### config.mk
export PLATFORM = sky130hd
export DESIGN_NAME = mem_port_arbiter
export DESIGN_NICKNAME = d
export VERILOG_FILES = /design/src/rtl/mem_port_arbiter.sv
export SDC_FILE = /design/constraint.sdc
export NUM_CORES = 1
export LEC_CHECK = 0
export CAP_MARGIN = 20
export CORE_ASPECT_RATIO = 0.5
export CORE_UTILIZATION = 30
export CTS_CLUSTER_DIAMETER = 150
export DETAILED_ROUTE_END_ITERATION = 10
export RECOVER_POWER = 25
export SYNTH_ARGS = -nofsm -noshare
export SYNTH_HDL_FRONTEND = slang
export SYNTH_SLANG_ARGS = --single-unit
### constraint.sdc
create_clock -name clk -period 2.2 [get_ports clk]
set_input_delay 0.22 -clock clk [delete_from_list [all_inputs] [get_ports clk]]
set_output_delay 0.22 -clock clk [all_outputs]
set_load 0.02 [all_outputs]
### src/rtl/mem_port_arbiter.sv
// Two-requester (instruction fetch / data) arbiter onto a single memory port.
// Round-robin grant, mov/moc handshake with return-to-zero release and access timeout.
module mem_port_arbiter #(
    parameter int TIMEOUT = 15
) (
    input  logic        clk,
    input  logic        reset,
    input  logic        if_req,
    input  logic [31:0] if_addr,
    input  logic        d_req,
    input  logic        d_rw,
    input  logic [31:0] d_addr,
    input  logic [31:0] d_wdata,
    input  logic        mem_moc,
    input  logic [31:0] mem_rdata,
    output logic        mem_mov,
    output logic        mem_rw,
    output logic [31:0] mem_addr,
    output logic [31:0] mem_wdata,
    output logic        if_done,
    output logic        d_done,
    output logic [31:0] rdata,
    output logic        err,
    output logic        busy
);

    typedef enum logic [1:0] {
        S_IDLE    = 2'd0,
        S_ACCESS  = 2'd1,
        S_RELEASE = 2'd2
    } state_t;

    localparam logic [7:0] TIMEOUT_C = 8'(TIMEOUT);

    state_t     r_state;
    state_t     w_state_next;
    logic       r_last_d;
    logic       r_own_d;
    logic [7:0] r_count;
    logic       w_grant;
    logic       w_grant_d;
    logic       w_expired;

    // On a tie the requester that did not win last time is granted.
    assign w_grant   = (r_state == S_IDLE) && (if_req || d_req);
    assign w_grant_d = d_req && (!if_req || !r_last_d);
    assign w_expired = (r_count == TIMEOUT_C);

    always_ff @(posedge clk) begin
        if (reset) begin
            r_state <= S_IDLE;
        end else begin
            r_state <= w_state_next;
        end
    end

    always_comb begin
        w_state_next = r_state;
        case (r_state)
            S_IDLE:    if (w_grant) w_state_next = S_ACCESS;
            S_ACCESS:  if (mem_moc || w_expired) w_state_next = S_RELEASE;
            S_RELEASE: if (!mem_moc) w_state_next = S_IDLE;
            default:   w_state_next = S_IDLE;
        endcase
    end

    always_comb begin
        mem_mov = (r_state == S_ACCESS);
        busy    = (r_state != S_IDLE);
    end

    always_ff @(posedge clk) begin
        if (reset) begin
            r_last_d  <= 1'b1;
            r_own_d   <= 1'b0;
            r_count   <= 8'd0;
            mem_rw    <= 1'b1;
            mem_addr  <= 32'd0;
            mem_wdata <= 32'd0;
            rdata     <= 32'd0;
            if_done   <= 1'b0;
            d_done    <= 1'b0;
            err       <= 1'b0;
        end else begin
            if_done <= 1'b0;
            d_done  <= 1'b0;
            err     <= 1'b0;
            if (w_grant) begin
                r_own_d   <= w_grant_d;
                r_last_d  <= w_grant_d;
                r_count   <= 8'd0;
                mem_addr  <= w_grant_d ? d_addr : if_addr;
                mem_rw    <= w_grant_d ? d_rw : 1'b1;
                mem_wdata <= w_grant_d ? d_wdata : 32'd0;
            end
            if (r_state == S_ACCESS) begin
                // A completion in the very cycle the count expires still wins.
                if (mem_moc) begin
                    if_done <= !r_own_d;
                    d_done  <= r_own_d;
                    rdata   <= mem_rw ? mem_rdata : 32'd0;
                end else if (w_expired) begin
                    if_done <= !r_own_d;
                    d_done  <= r_own_d;
                    err     <= 1'b1;
                    rdata   <= 32'd0;
                end else begin
                    r_count <= r_count + 8'd1;
                end
            end
        end
    end

endmodule

=== Word level (Yosys, flattened, before mapping) ===
Index checks and enable logic that the tools add are counted.

* Latch bits: 0
* Output and inout bits: 102
* Memories kept: 0
* Flip-flop bits (word level): 112
* Bits in read-only memories: 0
* Word-level logic and storage cells: 53
* Input bits: 134
* RAM bits: 0

* Equal/unequal tests: 6
* Reduce and logical (&&, ||, !) cells: 15
* Magnitude comparators: 0
* Multipliers: 0
* Shifts and indexed selects: 0
* Bitwise operators: 1
* Div/mod/pow operators: 0
* $add $sub $neg: 1
* Multiplexer cells: 19

{| class="wikitable"
|+ Operators by type and width
! cell !! count
|-
| $mux 32 || 5
|-
| $mux 8 || 4
|-
| $add 8x1->8 const B || 1
|-
| $eq 8x4->1 const B || 1
|-
| $mux 1 || 6
|-
| $mux 2 || 3
|-
| $pmux 2 s3 || 1
|-
| $ne 2x2->1 const B || 2
|-
| $reduce_bool 2->1 || 2
|-
| $logic_not 1->1 || 3
|-
| $logic_or 1x1->1 || 3
|-
| $reduce_and 3->1 || 1
|-
| $reduce_or 3->1 || 1
|-
| $eq 2x1->1 const B || 1
|-
| $eq 2x2->1 const B || 1
|-
| $logic_and 1x1->1 || 2
|-
| $logic_not 2->1 || 1
|-
| $ne 2x1->1 const B || 1
|-
| $reduce_and 2->1 || 1
|-
| $reduce_or 2->1 || 1
|-
| $not 1->1 || 1
|}

=== Longest topological paths before layout ===
Gate-level depths: netlist (run 1).

* Word-level depth: 6
* Gate-level depth with buffers: 7
* Mapped depth without buffers: 5

=== Least setup slack after synthesis (run 1) ===
No wires, ideal clock.

* Path kind: register to register
* Start point: register r_state[0]
* End point: register r_count[7]
* Period minus slack after synthesis: 1.550 ns
* Cell stages (with the launch flop): 5
* Buffers on the path: 1
* Slack: 0.650 ns
* Required time: 2.130 ns
* Arrival: 1.480 ns
* Setup time: 0.070 ns
* Cells stage by stage: dfxtp_1 -> or3b_1 -> clkbuf_2 -> or4_1 -> a21oi_1

* Word-level cells in the longest chain between the ends: 6
* Elaborated cells between the ends (all ways): 7
* Classes of those cells: 1 x eq/ne; 4 x mux; 2 x reduce/logical

{| class="wikitable"
|+ RTL lines
! item !! line !! source
|-
| start, declared || 35 || <nowiki>state_t r_state;</nowiki>
|-
| start signal, assigned || 53 || <nowiki>r_state <= w_state_next;</nowiki>
|-
| $logic_not 2->1 || 45 || <nowiki>assign w_grant = (r_state == S_IDLE) && (if_req || d_req);</nowiki>
|-
| $logic_and 1x1->1 || 45 ||
|-
| $mux 8 || 88 || <nowiki>if (w_grant) begin</nowiki>
|-
| $mux 8 || 102 || <nowiki>end else if (w_expired) begin</nowiki>
|-
| $mux 8 || 98 || <nowiki>if (mem_moc) begin</nowiki>
|-
| $mux 8 (*) || 96 || <nowiki>if (r_state == S_ACCESS) begin</nowiki>
|-
| end signal, assigned || 108 || <nowiki>r_count <= r_count + 8'd1;</nowiki>
|-
| end, declared || 39 || <nowiki>logic [7:0] r_count;</nowiki>
|}

Mark *: on every way between the ends. The rest lies on a longest branch, timed or not.
A chain may end at the register's enable or synchronous reset.

=== Worst setup path in the final report (run 1) ===
* Start point: register r_state[0]
* End point: output mem_mov

* Word-level cells in the longest chain between the ends: 1

{| class="wikitable"
|+ RTL lines
! item !! line !! source
|-
| $eq 2x1->1 || 68 || <nowiki>mem_mov = (r_state == S_ACCESS);</nowiki>
|-
| end, declared || 16 || <nowiki>output logic mem_mov,</nowiki>
|}

Every way passes these cells.

==> flow_metrics.env, run 1 <==
export IMPL_status="complete, no violations"
export IMPL_syn2layout_area_growth_pct=66.2
export IMPL_power_per_cell_area_mw_per_mm2=702
export IMPL_grt_pass1_wl_um=20100
export IMPL_ctsLongestPathBuffers=2
export IMPL_r2r_end="r_count[2]$_SDFF_PP0_"
export IMPL_p_switching_uw=1430
export IMPL_rsz0062_at_grt="false"
export IMPL_crit_arrival_ps=1690
export IMPL_drt_iter0_markers=278
export IMPL_cts_clk_slew_worst_paths_ps=80
export IMPL_yosys_warnings=0
export IMPL_final_setup_viol_count=0
export IMPL_vias=4176
export IMPL_fin_crit_sh_pct=86.6
export IMPL_netlist_area_mm2=0.00429
export IMPL_reg2reg_from="r_state[1]$_SDFFE_PP0P_"
export IMPL_finClkSkew_ps=12.5
export IMPL_start_util_pct=31.2
export IMPL_drt_pass1_iterations=4
export IMPL_r2r_cells=4
export IMPL_netlist_cell_type_count=36
export IMPL_met1_length_um=6090
export IMPL_dpl_instance_area_mm2=0.00687
export IMPL_htree_num_levels=3
export IMPL_wl_per_cell_um=14.9
export IMPL_cts_inserted_buffers=9
export IMPL_cts_setup_buffers=0
export IMPL_ys_ff_latch=112
export IMPL_die_w_um=171
export IMPL_power_leakage_uw=0.00265
export IMPL_cp_required_ps=1980
export IMPL_ys_seq_area_share_pct=52.2
export IMPL_dp_hpwl_um=9190
export IMPL_p_int_uw=3580
export IMPL_register_area_mm2=0.00224
export IMPL_post_route_cell_area_mm2=0.00713
export IMPL_ctsResizeCount=0
export IMPL_pwr_share_comb_pct=23.5
export IMPL_min_delay_path_class="in -> reg"
export IMPL_cp_start_kind="register"
export IMPL_path_class="reg -> out"
export IMPL_startpoint="r_state[0]$_SDFFE_PP0P_"
export IMPL_grt_pass1_vias=3814
export IMPL_slew_headroom_pct=47.4
export IMPL_wl_met3_um=786
export IMPL_crit_path_end="mem_mov"
export IMPL_routed_wl_met2_um=6290
export IMPL_antenna_found_initial=0
export IMPL_grt_overflow=0
export IMPL_track_usage_pct=17.3
export IMPL_maxSlewViolCount=0
export IMPL_pwr_share_seq_pct=44.7
export IMPL_top_layer="met4"
export IMPL_synthCells=478
export IMPL_fmax_mhz=525
export IMPL_multi_input_area_mm2=0.00188
export IMPL_die_height_um=86.6
export IMPL_clock_sinks=112
export IMPL_switching_share_pct=28.5
export IMPL_hold_buffers=0
export IMPL_syn_avg_cell_area_um2=8.98
export IMPL_r2r_slack_ps=450
export IMPL_cp_max_fo=7
export IMPL_ios=236
export IMPL_drive_gt1_share_pct=4.43
export IMPL_cp_end_kind="output port"
export IMPL_nFillCells=1270
export IMPL_drv_cap=0
export IMPL_antenna_cells=0
export IMPL_die_area_mm2=0.0148
export IMPL_drt_total_wl_um=13300
export IMPL_grt_max_degree=67
export IMPL_viasPerCell=4.69
export IMPL_fp_coreArea_mm2=0.0137
export IMPL_portBuffers=235
export IMPL_hold_violations=0
export IMPL_root_buffer="clkbuf_16"
export IMPL_drc=0
export IMPL_pwr_share_clk_pct=31.9
export IMPL_insertion_delay_ps=350
export IMPL_row_count=30
export IMPL_synth_nets=613
export IMPL_nets=829
export IMPL_place_gp_congestion=0.787
export IMPL_tightest_slew_ps=780
export IMPL_fin_tns_setup_ps=0
export IMPL_cts_tree="built"
export IMPL_vdd_drop_max_v=0.000365
export IMPL_fin_crit_ps=1910
export IMPL_ant_nets=0
[registers in the layout, summed over array words and instances (netlist names)]
signal and cells:
r_state 2, err 1, mem_addr 32, r_count 8, rdata 32, r_last_d 1
d_done 1, r_own_d 1, mem_rw 1, mem_wdata 32, if_done 1
[power by group through the flow]
stage	Clock, uW	Sequential [uW]	Combinational [uW]
after floorplan	0	2440	402
final	1590	2240	1180
after global placement	0	2280	1200
after global routing	1750	2250	1260
after CTS	1660	2240	1210
after detailed placement	0	2280	1200
[layout make-up]
| type | instances | share of cell area [%] |
|---|---|---|
| Inverter | 2 | 0.105 |
| Clock buffer | 10 | 3.35 |
| Tap cell | 192 | 3.37 |
| Timing Repair Buffer | 247 | 34.7 |
| Clock inverter | 6 | 0.684 |
| Multi-Input combinational cell | 322 | 26.3 |
| Sequential cell | 112 | 31.4 |
[per-layer routing]
| metal | global-route usage (%) | vias to the layer above |
|---|---|---|
| met4 | 3.90 | 0 |
| li1 | - | 2138 |
| met2 | 28.8 | 113 |
| met1 | 22.5 | 1915 |
| met5 | 0 | - |
| met3 | 4.52 | 10 |
[worst min-delay path by stage]
stage	startpoint	endpoint	slack, ps	cells past startpoint
finish	reset	rdata[6]$_SDFFE_PP0P_	290	2
CTS	reset	rdata[6]$_SDFFE_PP0P_	280	2
floorplan	mem_rdata[0]	rdata[0]$_SDFFE_PP0P_	360	2
detailed placement	r_own_d$_SDFFE_PP0P_	if_done$_SDFF_PP0_	440	1
global route	reset	rdata[6]$_SDFFE_PP0P_	290	2
global placement	r_own_d$_SDFFE_PP0P_	if_done$_SDFF_PP0_	430	1
[kinds of logic (layout without fill, tap and decap cells)]
logic type               Yosys count  after routing  synth area share, %
flip-flops                       112            112                 52.2
adder cells (fa/ha/maj)            1              1                0.291
AO/OA/AOI/OAI                    153            153                 22.3
XOR/XNOR                           1              1                0.204
buffers and inverters             44            265                 4.14
AND/OR/NAND/NOR                  135            135                 13.4
multiplexers                      32             32                 7.46
[synthesized netlist by cell type]
| cell type | n | area share (%) |
|---|---|---|
| buf_1 | 1 | 0.087 |
| nor3b_1 | 1 | 0.17 |
| a31oi_1 | 1 | 0.15 |
| dfxtp_1 | 112 | 52 |
| buf_2 | 9 | 1.0 |
| nor3_1 | 5 | 0.58 |
| and2_1 | 1 | 0.15 |
| or3b_1 | 1 | 0.20 |
| xnor2_1 | 1 | 0.20 |
| clkbuf_2 | 1 | 0.12 |
| o21ai_0 | 35 | 4.1 |
| nand2b_1 | 4 | 0.58 |
| o221a_2 | 1 | 0.26 |
| a41oi_1 | 1 | 0.20 |
| inv_1 | 2 | 0.17 |
| nand3_1 | 4 | 0.47 |
| o311ai_0 | 1 | 0.20 |
| or4_1 | 2 | 0.35 |
| or3_1 | 2 | 0.29 |
| nor4_1 | 1 | 0.15 |
| nand2_1 | 41 | 3.6 |
| clkbuf_1 | 31 | 2.7 |
| nor2_1 | 68 | 5.9 |
| nand3b_1 | 1 | 0.17 |
| a22oi_1 | 32 | 5.6 |
| o31a_1 | 1 | 0.20 |
| mux2i_1 | 32 | 7.5 |
| a311oi_1 | 2 | 0.41 |
| a21boi_0 | 1 | 0.17 |
| and3_1 | 3 | 0.44 |
| o21ai_1 | 1 | 0.12 |
| a21oi_1 | 44 | 5.1 |
| ha_1 | 1 | 0.29 |
| a211oi_1 | 32 | 5.6 |
| nor3b_2 | 1 | 0.29 |
| o22ai_1 | 1 | 0.15 |
[worst max-delay path, stage by stage, from the launching register on]
cell,delay [ps]
dfxtp_1,480
nand2b_1,110
inv_1,120
clkdlybuf4s50_1,640
[through the flow]
step / instances / setup WS [ps] / utilization [%] / hold WS, ps / power, uW
floorplan: 478 / 650 / - / 356 / 2840
global placement: 875 / 264 / 50.0 / 428 / 3480
detailed placement: 875 / 244 / 50.0 / 437 / 3490
CTS: 891 / 270 / 52.1 / 279 / 5100
global route: 891 / 103 / 51.9 / 286 / 5260
finish: 891 / 294 / 51.9 / 292 / 5010
[placed cells by master, fill, tap and decap left out, types with 2 or more instances in the layout]
cell type / netlist / routed
or3_1: 2 / 2
inv_6: 0 / 4
nand2_1: 41 / 41
nor2_1: 68 / 68
or4_1: 2 / 2
o21ai_0: 35 / 35
dfxtp_1: 112 / 112
nor3b_1: 1 / 2
buf_4: 0 / 8
nand2b_1: 4 / 4
a21oi_1: 44 / 44
dlygate4sd3_1: 0 / 28
a211oi_1: 32 / 32
clkbuf_16: 0 / 9
a311oi_1: 2 / 2
inv_1: 2 / 2
nand3_1: 4 / 4
and3_1: 3 / 3
nor3_1: 5 / 5
clkdlybuf4s50_1: 0 / 206
a22oi_1: 32 / 32
buf_12: 0 / 3
mux2i_1: 32 / 32
Note: power is estimated with default switching activity, not from simulation.
==> run 2, diff against run 1 <==
--- a/config.mk
+++ b/config.mk
@@ -5,6 +5,7 @@
 export SDC_FILE = /design/constraint.sdc
 export NUM_CORES = 1
 export LEC_CHECK = 0
+export ABC_AREA = 1
 export CAP_MARGIN = 20
 export CORE_ASPECT_RATIO = 0.5
 export CORE_UTILIZATION = 30
==> flow_metrics.env, run 2 <==
export IMPL_status="complete, no violations"
export IMPL_drive_gt1_share_pct=3.71
export IMPL_drt_pass1_iterations=7
export IMPL_cp_start_kind="register"
export IMPL_portBuffers=235
export IMPL_power_leakage_uw=0.00331
export IMPL_antenna_found_initial=0
export IMPL_ios=236
export IMPL_r2r_cells=7
export IMPL_tightest_slew_ps=639
export IMPL_yosysTopAreaCell="dfxtp_1"
export IMPL_cts_setup_buffers=0
export IMPL_final_cell_mix="201 x clkdlybuf4s50_1, 187 x nand2_1, 117 x nor2_1, 112 x dfxtp_1, 74 x inv_1"
export IMPL_reg_largest_list="mem_addr (32), mem_wdata (32), rdata (32)"
export IMPL_power_per_cell_area_mw_per_mm2=687
export IMPL_gr_usage_met3_pct=3.65
export IMPL_nFillCells=1543
export IMPL_grt_pass1_wl_um=23500
export IMPL_min_delay_path_class="in -> reg"
export IMPL_syn2layout_area_growth_pct=58.5
export IMPL_path_class="reg -> out"
export IMPL_row_count=32
export IMPL_synthCells=703
export IMPL_min_path_cells=3
export IMPL_fin_tns_setup_ps=0
export IMPL_place_gp_congestion=0.788
export IMPL_grt_max_degree=68
export IMPL_antenna_cells=0
export IMPL_finClkSkew_ps=10.5
export IMPL_viasPerCell=4.43
export IMPL_yosys_warnings=0
export IMPL_fin_crit_ps=1750
export IMPL_root_buffer="clkbuf_16"
export IMPL_cts_inserted_buffers=9
export IMPL_maxSlewViolCount=0
export IMPL_die_height_um=91.3
export IMPL_fin_crit_sh_pct=79.8
export IMPL_htree_num_levels=3
export IMPL_cts_clk_slew_worst_paths_ps=80
export IMPL_synth_area_leaders="dfxtp_1 47%, nand2_1 15%, nor2_1 9.2%, inv_1 5.9%, nand3_1 4.4%"
export IMPL_pwr_share_clk_pct=32.6
export IMPL_grt_busiest_layer="met2"
export IMPL_cp_required_ps=1980
export IMPL_layout_commonest_cell="clkdlybuf4s50_1"
export IMPL_vdd_drop_max_v=0.000426
export IMPL_fp_coreArea_mm2=0.0155
export IMPL_synth_ff_type="dfxtp_1"
export IMPL_dp_hpwl_um=9990
export IMPL_grt_pass1_vias=4650
export IMPL_ctsLongestPathBuffers=2
export IMPL_finish_utilization_pct=49.0
export IMPL_wl_per_cell_um=12.9
export IMPL_ys_ff_latch=112
export IMPL_syn_avg_cell_area_um2=6.81
export IMPL_synth_commonest_cells="188 x nand2_1, 117 x nor2_1, 112 x dfxtp_1"
export IMPL_hold_buffers=0
export IMPL_die_area_mm2=0.0165
export IMPL_die_w_um=181
export IMPL_grtUsageMet1_pct=22.0
export IMPL_hold_violations=0
export IMPL_track_usage_pct=17.6
export IMPL_drc=0
export IMPL_ant_nets=0
export IMPL_drt_total_wl_um=14400
export IMPL_netlist_cell_type_count=24
export IMPL_synth_edff_count=0
export IMPL_grt_use_met2_pct=30.7
export IMPL_p_switching_uw=1530
export IMPL_cp_end_kind="output port"
export IMPL_final_setup_viol_count=0
export IMPL_drt_iter0_markers=352
export IMPL_switching_share_pct=29.4
export IMPL_insertion_delay_ps=350
export IMPL_async_reset_ff_share_pct=0
export IMPL_start_util_pct=30.9
export IMPL_rsz0062_at_grt="false"
export IMPL_ctsResizeCount=0
export IMPL_clock_sinks=112
export IMPL_ys_seq_area_share_pct=46.8
export IMPL_grt_overflow=0
export IMPL_fmax_mhz=570
export IMPL_cp_max_fo=2
export IMPL_synth_top_area_share_pct=46.8
export IMPL_p_int_uw=3680
export IMPL_pwr_share_seq_pct=43.2
export IMPL_slew_headroom_pct=57.3
export IMPL_nets=1046
export IMPL_vias=4967
export IMPL_cts_tree="built"
export IMPL_netlist_area_mm2=0.00479
export IMPL_synth_nets=838
export IMPL_synth_most_common_cell="nand2_1"
export IMPL_pwr_share_comb_pct=24.2
export IMPL_crit_arrival_ps=1530
export IMPL_finalHoldWorstSlack_ps=438
export IMPL_drv_cap=0
## run 2: final timing paths
path	slack, ps	startpoint	end
hold reg to reg	440	r_own_d$_SDFFE_PP0P_	if_done$_SDFF_PP0_
setup / recovery	450	r_state[1]$_SDFFE_PP0P_	busy
setup reg to reg	490	r_count[0]$_SDFF_PP0_	rdata[15]$_SDFFE_PP0P_
hold / removal	440	d_addr[24]	mem_addr[24]$_SDFFE_PP0P_
## run 2: power by group through the flow
stage	Clock, uW	Sequential [uW]	Combinational, uW
finish	1700	2250	1260
global route	1850	2270	1380
CTS	1770	2250	1290
detailed placement	0	2300	1290
global placement	0	2300	1280
floorplan	0	2470	462
## run 2: critical path, cell delays in order (launching register included)
cell	delay [ps]
dfxtp_1	350
clkinv_1	80
nand2_1	140
clkdlybuf4s50_1	630
## run 2: final cells by class
class	count	area, um2	share of cell area [%]
flip-flops and latches	112	2240	29.6
multi-input cells	464	2010	26.5
repair buffers	245	2480	32.7
clock buffers	9	225	2.97
clock inverters	7	78.8	1.04
well taps	204	255	3.36
inverters	79	297	3.91
## run 2: routing by layer
metal	wire length [um]	up-vias
li1	-	2605
met1	6720	2252
met2	6970	97
met3	538	13
met4	182	0
met5	0	-
## run 2: through the flow
stage	setup WS (ps)	cells	power, uW	area, um2
after floorplan	753	703	2930	4790
after CTS	468	1120	5320	7600
after detailed placement	328	1104	3590	7290
after global routing	243	1120	5500	7590
after global placement	352	1104	3570	7290
final	445	1120	5210	7590
## run 2: cell families (layout without fill, tap and decap cells)
family | after synthesis | in the layout | synth area share [%]
XOR/XNOR | 1 | 1 | 0.183
adder cells (fa/ha/maj) | 1 | 1 | 0.261
AO/OA/AOI/OAI | 109 | 109 | 12.4
flip-flops | 112 | 112 | 46.8
buffers and inverters | 127 | 340 | 11.1
AND/OR/NAND/NOR | 353 | 353 | 29.2
